==> src/rtl/nap_timer_pkg.sv <==
`default_nettype none
// ============================================================================
//  Module      : nap_timer_pkg
//  Description : Shared types, digit layout constants and BCD time helpers
//                for the HH:MM:SS countdown / stopwatch core.
//  Revision    : 1.0 - initial release
// ============================================================================
package nap_timer_pkg;

    // One BCD digit
    typedef logic [3:0] bcd_t;

    // Counting direction as seen on the mode input
    typedef enum logic {
        MODE_DOWN = 1'b0,
        MODE_UP   = 1'b1
    } count_mode_e;

    // Packed time word: {h10,h1,m10,m1,s10,s1}, h10 in the MSBs
    localparam int TIME_W = 24;

    // Digit positions inside the packed time word (nibble index)
    localparam int S1  = 0;
    localparam int S10 = 1;
    localparam int M1  = 2;
    localparam int M10 = 3;
    localparam int H1  = 4;
    localparam int H10 = 5;

    // Largest legal value of a units digit and of a minutes/seconds tens digit
    localparam bcd_t DIGIT_MAX_UNITS = 4'd9;
    localparam bcd_t DIGIT_MAX_TENS  = 4'd5;

    // Largest legal value for the digit at position idx
    function automatic bcd_t digit_max(input int idx);
        return ((idx == S10) || (idx == M10)) ? DIGIT_MAX_TENS : DIGIT_MAX_UNITS;
    endfunction

    // Hours field as a plain integer
    function automatic int bcd_hours(input logic [TIME_W-1:0] t);
        return (10 * int'(t[H10*4 +: 4])) + int'(t[H1*4 +: 4]);
    endfunction

    function automatic logic bcd_time_is_zero(input logic [TIME_W-1:0] t);
        return (t == '0);
    endfunction

    // Every digit in range; in up mode the hours must also sit below the wrap
    function automatic logic bcd_time_valid(input logic [TIME_W-1:0] t,
                                            input logic              up,
                                            input int                hour_limit);
        logic ok;
        ok = 1'b1;
        for (int i = S1; i <= H10; i++) begin
            if (t[i*4 +: 4] > digit_max(i)) begin
                ok = 1'b0;
            end
        end
        if (up && (bcd_hours(t) >= hour_limit)) begin
            ok = 1'b0;
        end
        return ok;
    endfunction

    // Ripple-borrow decrement; caller guarantees a non-zero input
    function automatic logic [TIME_W-1:0] bcd_time_dec(input logic [TIME_W-1:0] t);
        logic [TIME_W-1:0] r;
        logic              borrow;
        bcd_t              d;
        r      = t;
        borrow = 1'b1;
        for (int i = S1; i <= H10; i++) begin
            d = t[i*4 +: 4];
            if (borrow) begin
                if (d == 4'd0) begin
                    d = digit_max(i);
                end else begin
                    d      = d - 4'd1;
                    borrow = 1'b0;
                end
            end
            r[i*4 +: 4] = d;
        end
        return r;
    endfunction

    // Ripple-carry increment; the hour field wraps to 00 after hour_limit-1
    // (an out-of-range hour value, reachable only by a down-mode load followed
    // by a switch to up mode, also wraps rather than growing past 99)
    function automatic logic [TIME_W-1:0] bcd_time_inc(input logic [TIME_W-1:0] t,
                                                       input int                hour_limit);
        logic [TIME_W-1:0] r;
        logic              carry;
        bcd_t              d;
        r     = t;
        carry = 1'b1;
        for (int i = S1; i <= M10; i++) begin
            d = t[i*4 +: 4];
            if (carry) begin
                if (d >= digit_max(i)) begin
                    d = 4'd0;
                end else begin
                    d     = d + 4'd1;
                    carry = 1'b0;
                end
            end
            r[i*4 +: 4] = d;
        end
        if (carry) begin
            if ((bcd_hours(t) >= (hour_limit - 1)) || (bcd_hours(t) >= 99)) begin
                r[H1*4 +: 8] = 8'd0;
            end else if (t[H1*4 +: 4] >= DIGIT_MAX_UNITS) begin
                r[H1*4 +: 4]  = 4'd0;
                r[H10*4 +: 4] = t[H10*4 +: 4] + 4'd1;
            end else begin
                r[H1*4 +: 4] = t[H1*4 +: 4] + 4'd1;
            end
        end
        return r;
    endfunction

endpackage
`default_nettype wire

==> src/rtl/tick_prescaler.sv <==
`default_nettype none
// ============================================================================
//  Module      : tick_prescaler
//  Description : Single-clock one-second enable generator. Counts
//                0..TICK_DIV-1 while enabled and flags the terminal count
//                combinationally so the consumer applies it at that edge.
//  Revision    : 1.0 - initial release
// ============================================================================
module tick_prescaler #(
    parameter int TICK_DIV = 1000000
) (
    input  logic clock,
    input  logic reset,
    input  logic en,
    input  logic clr,
    output logic tick
);

    localparam int                CNT_W  = (TICK_DIV > 2) ? $clog2(TICK_DIV) : 1;
    localparam logic [CNT_W-1:0] C_TERM = CNT_W'(TICK_DIV - 1);

    logic [CNT_W-1:0] r_cnt;
    logic             w_term;

    assign w_term = (r_cnt == C_TERM);
    assign tick   = en & w_term;

    // Free-run while enabled, hold when paused, restart on clear or terminal
    always_ff @(posedge clock) begin
        if (reset) begin
            r_cnt <= '0;
        end else if (clr) begin
            r_cnt <= '0;
        end else if (en) begin
            if (w_term) begin
                r_cnt <= '0;
            end else begin
                r_cnt <= r_cnt + 1'b1;
            end
        end
    end

endmodule
`default_nettype wire

==> src/rtl/nap_countdown_core.sv <==
`default_nettype none
// ============================================================================
//  Module      : nap_countdown_core
//  Description : Six-digit BCD HH:MM:SS timer. Counts down (nap timer) or up
//                (stopwatch/clock) on a one-second enable, with pause, load
//                validation, optional auto-reload and up-mode hour wrap.
//  Revision    : 1.0 - initial release
// ============================================================================
module nap_countdown_core
    import nap_timer_pkg::*;
#(
    parameter int TICK_DIV    = 1000000,
    parameter int HOUR_LIMIT  = 24,
    parameter bit AUTO_RELOAD = 1'b0
) (
    input  logic              clock,
    input  logic              reset,
    input  logic              load,
    input  logic [TIME_W-1:0] set_time,
    input  logic              run,
    input  logic              mode,
    output logic [TIME_W-1:0] time_out,
    output logic              tick,
    output logic              running,
    output logic              done,
    output logic              done_pulse,
    output logic              set_err
);

    logic [TIME_W-1:0] r_time;
    logic [TIME_W-1:0] r_reload;
    logic              r_done;
    logic              r_tick;
    logic              r_running;
    logic              r_done_pulse;
    logic              r_set_err;

    logic [TIME_W-1:0] w_time_nxt;
    logic [TIME_W-1:0] w_reload_nxt;
    logic              w_done_nxt;
    logic              w_tick_nxt;
    logic              w_done_pulse_nxt;
    logic              w_set_err_nxt;

    logic              w_sec_tick;
    logic              w_count_en;
    count_mode_e       w_mode;
    logic              w_load_ok;
    logic [TIME_W-1:0] w_dec;
    logic [TIME_W-1:0] w_inc;
    logic              w_reload_ok;
    logic              w_expire;

    assign w_mode     = count_mode_e'(mode);
    assign w_count_en = run & ~r_done;

    // A pending load restarts the second, so its tick is discarded below
    tick_prescaler #(
        .TICK_DIV (TICK_DIV)
    ) u_prescaler (
        .clock (clock),
        .reset (reset),
        .en    (w_count_en),
        .clr   (load),
        .tick  (w_sec_tick)
    );

    assign w_load_ok   = bcd_time_valid(set_time, (w_mode == MODE_UP), HOUR_LIMIT);
    assign w_dec       = bcd_time_dec(r_time);
    assign w_inc       = bcd_time_inc(r_time, HOUR_LIMIT);
    // A zero reload copy would just re-expire, so it falls back to stopping
    assign w_reload_ok = AUTO_RELOAD && !bcd_time_is_zero(r_reload);
    // Expiry on reaching zero, or on a tick while already sitting at zero
    assign w_expire    = bcd_time_is_zero(r_time) || bcd_time_is_zero(w_dec);

    // Next-state selection: load beats tick; reset is handled in the register
    always_comb begin
        w_time_nxt       = r_time;
        w_reload_nxt     = r_reload;
        w_done_nxt       = r_done;
        w_tick_nxt       = 1'b0;
        w_done_pulse_nxt = 1'b0;
        w_set_err_nxt    = 1'b0;
        if (load) begin
            if (w_load_ok) begin
                w_time_nxt   = set_time;
                w_reload_nxt = set_time;
                w_done_nxt   = 1'b0;
            end else begin
                w_set_err_nxt = 1'b1;
            end
        end else if (w_sec_tick) begin
            w_tick_nxt = 1'b1;
            if (w_mode == MODE_DOWN) begin
                if (w_expire) begin
                    w_done_pulse_nxt = 1'b1;
                    if (w_reload_ok) begin
                        w_time_nxt = r_reload;
                    end else begin
                        w_time_nxt = '0;
                        w_done_nxt = 1'b1;
                    end
                end else begin
                    w_time_nxt = w_dec;
                end
            end else begin
                // Incrementing only yields zero when the hour field wraps
                w_time_nxt       = w_inc;
                w_done_pulse_nxt = bcd_time_is_zero(w_inc);
            end
        end
    end

    // State and output registers, all updated at the same edge
    always_ff @(posedge clock) begin
        if (reset) begin
            r_time       <= '0;
            r_reload     <= '0;
            r_done       <= 1'b0;
            r_tick       <= 1'b0;
            r_running    <= 1'b0;
            r_done_pulse <= 1'b0;
            r_set_err    <= 1'b0;
        end else begin
            r_time       <= w_time_nxt;
            r_reload     <= w_reload_nxt;
            r_done       <= w_done_nxt;
            r_tick       <= w_tick_nxt;
            r_running    <= run & ~w_done_nxt;
            r_done_pulse <= w_done_pulse_nxt;
            r_set_err    <= w_set_err_nxt;
        end
    end

    assign time_out   = r_time;
    assign tick       = r_tick;
    assign running    = r_running;
    assign done       = r_done;
    assign done_pulse = r_done_pulse;
    assign set_err    = r_set_err;

endmodule
`default_nettype wire

==> config.mk <==
export PLATFORM = sky130hd
export DESIGN_NAME = nap_countdown_core
export DESIGN_NICKNAME = d
export VERILOG_FILES = /design/src/rtl/nap_timer_pkg.sv /design/src/rtl/tick_prescaler.sv /design/src/rtl/nap_countdown_core.sv
export SDC_FILE = /design/constraint.sdc
export NUM_CORES = 1
export LEC_CHECK = 0
export ABC_AREA = 1
export CAP_MARGIN = 15
export CORE_UTILIZATION = 30
export CTS_BUF_LIST = sky130_fd_sc_hd__clkbuf_4 sky130_fd_sc_hd__clkbuf_8
export DETAILED_ROUTE_END_ITERATION = 7
export HOLD_SLACK_MARGIN = 0.12
export PLACE_DENSITY = 0.54
export SYNTH_ARGS = -nofsm -noshare
export SYNTH_HDL_FRONTEND = slang
export SYNTH_HIERARCHICAL = 1
export SYNTH_SLANG_ARGS = --single-unit
==> constraint.sdc <==
create_clock -name clock -period 4.2 [get_ports clock]
set_input_delay 0.84 -clock clock [delete_from_list [all_inputs] [get_ports clock]]
set_output_delay 0.84 -clock clock [all_outputs]
set_load 0.02 [all_outputs]
==> metrics.txt <==
status finished clean; most frequent cells after synthesis nand2_1, inv_1, nor2_1; final number of hold-violating endpoints 0; relative slew slack a little under three fifths; Worst Path Required 4.42 ns; vias in the first global route around 4800; Crit. End Element register; CTS tree built; static leakage about 2.6 nW; CTS sink cnt 49; clock-pin slew on the worst setup and hold paths approximately 0.10 ns; Final period util roughly 85%; Post-synth top flop dfxtp_1; Yosys top cell area share around a fifth; number of I/O port buffers 57; Peak supply drop between 0.1 and 0.15 mV; path type of the worst min-delay path reg2reg; Final Slew Violations 0; final setup fails 0; Vias roughly 5200; ys async rst share 0%; root buf cell clkbuf_8; FP Rows 46; clk_lat worst skew between 0.3 and 0.4 ns; TritonRoute pass-1 iters 5; grt total ovfl 0; Fmax 279 MHz; full die area around 0.017 mm2; CTS buffer count 5; # diodes 0; MaxCap Viol Count 0; Post-Syn Instances between 800 and 900; Max Buffers Root-to-Sink 2; I/O Pins 58; min Tclk post-route ~3.6 ns; worst-margin pin slew ~0.64 ns; # hold bufs at CTS 0; WL/cell approximately 14 um; crit path DAT 3.80 ns; first-pass GRT wire length between 20 and 25 mm; PD cells around 170 mW/mm2; top cells by area, synth dfxtp_1, nand2_1, ha_1; Chip Width around 130 um; Post-Syn Area per Cell roughly 6 um2; share of cells above drive strength 1 under 10%; Cell Area, Synth about 0.0050 mm2; Setup CP Type in2reg; post-synthesis sequential area ratio around a fifth; DRC viols 0; area grow syn2layout 17.6%; Seq cells post-synth 49; Via density slightly below 5; fill count about 1800; 1st-iter DRT viols about 310; initial core utilization between 30% and 40%; startpoint class of the critical path input port; GRT Total Usage about 18%; die height roughly 130 um; Net Count, Synth approximately 880; initial antenna violation count 0; most common cell in the netlist nand2_1; Core Util, Final 36.6%; RSZ-0062 raised after global routing no; post-CTS resize count 0; H-tree levels 2; post-route setup TNS 0 ns; Core ar. 0.0161 mm2; HPWL Detailed roughly 11 mm; Netlist cell types 48; final WL around 15 mm; Post-synth EDFFs 0; worst-path fanout max 9; Synthesis Warnings 6; Worst Skew about 0.013 ns; # Post-CTS Setup Buffers 0; Synth area leader dfxtp_1; nets@finish 933; post-route ant nets 0; GPL Wtd Cong ~0.86; largest net degree at the start of global routing 27
[worst max-delay path: stages]
cell and delay, ns:
clkdlybuf4s50_1 0.47, ha_1 0.33, ha_1 0.22, fa_1 0.44
inv_1 0.11, o22ai_1 0.09, a211oi_1 0.23, nand3b_1 0.10
nand2_1 0.08, nand3_1 0.09, nand2_1 0.11, clkinv_1 0.36
a21oi_1 0.25, a21oi_1 0.08
[placed cells by master, fill, tap and decap left out, types with 4 or more instances in the layout]
| cell | n |
|---|---|
| inv_2 | 10 |
| o211ai_1 | 4 |
| nor2_4 | 8 |
| xor2_1 | 7 |
| nand4_1 | 22 |
| o21ai_1 | 4 |
| ha_1 | 34 |
| buf_4 | 9 |
| fa_1 | 4 |
| nand2_1 | 195 |
| nor2_2 | 10 |
| o21ai_0 | 80 |
| nand3_1 | 65 |
| clkbuf_8 | 5 |
| nand3b_1 | 5 |
| clkdlybuf4s50_1 | 57 |
| a21oi_1 | 46 |
| xnor2_1 | 4 |
| nor2_1 | 86 |
| o22ai_1 | 6 |
| or2_2 | 9 |
| dfxtp_1 | 49 |
| nand2_2 | 12 |
| inv_1 | 90 |
| nor3_1 | 7 |
[power by group]
| group | switching [mW] | internal (mW) |
|---|---|---|
| registers | 0.00457 | 0.468 |
| clock network | 0.186 | 0.119 |
| logic | 0.127 | 0.0812 |
| total | 0.318 | 0.668 |
[metal layers]
| metal | wire, um | track usage (%) | share of wire, % | vias to the layer above |
|---|---|---|---|---|
| met5 | 0 | 0 | 0 | - |
| met4 | 360 | 5.81 | 2.4 | 0 |
| met3 | 633 | 2.28 | 4.2 | 21 |
| met2 | 6530 | 27.6 | 43 | 124 |
| met1 | 7580 | 24.9 | 50 | 2316 |
| li1 | - | - | - | 2771 |
[final timing paths]
| path | endpoint | start | cells after the start | slack [ns] |
|---|---|---|---|---|
| max | time_out[1] | set_time[21] | 14 | 0.61 |
| min | u_prescaler/r_cnt[0] | u_prescaler/r_cnt[0] | 2 | 0.48 |
| max reg2reg | time_out[21] | time_out[23] | 11 | 1.03 |
| min reg2reg | u_prescaler/r_cnt[0] | u_prescaler/r_cnt[0] | 2 | 0.48 |
[cells by family after synthesis]
| family | share of synthesized area (%) |
|---|---|
| AND/OR/NAND/NOR | 41.1 |
| AO/OA/AOI/OAI | 16.8 |
| buffers and inverters | 10.1 |
| flip-flops | 19.5 |
| adder cells (fa/ha/maj) | 10.1 |
| XOR/XNOR | 2.24 |
| multiplexers | 0.199 |
[per-stage QoR]
stage          worst slack, ns  hold slack, ns  power (mW)  cells  cell area [um2]
6_report                 0.614           0.485       0.985   1083             5900
3_3_place_gp             0.326           0.477       0.691   1075             5810
3_5_place_dp             0.290           0.478       0.689   1075             5810
4_1_cts                  0.617           0.493       0.995   1083             5900
2_1_floorplan             1.07           0.456       0.611    815             5020
5_1_grt                  0.360           0.529        1.03   1083             5900
[final cells by class]
cell class	count	area [um2]	share of cell area [%]
clock buffer	5	68.8	1.17
clock inverter	3	21.3	0.361
inverter	103	389	6.60
multi-input combinational	641	3530	59.9
sequential	49	981	16.6
tap	216	270	4.58
timing repair buffer	66	638	10.8
[registers in the layout, indices dropped and copies added, names as in the netlist]
signal,count
tick,1
time_out,24
done,1
running,1
set_err,1
done_pulse,1
u_prescaler/r_cnt,20
(Power assumes the default switching activity.)
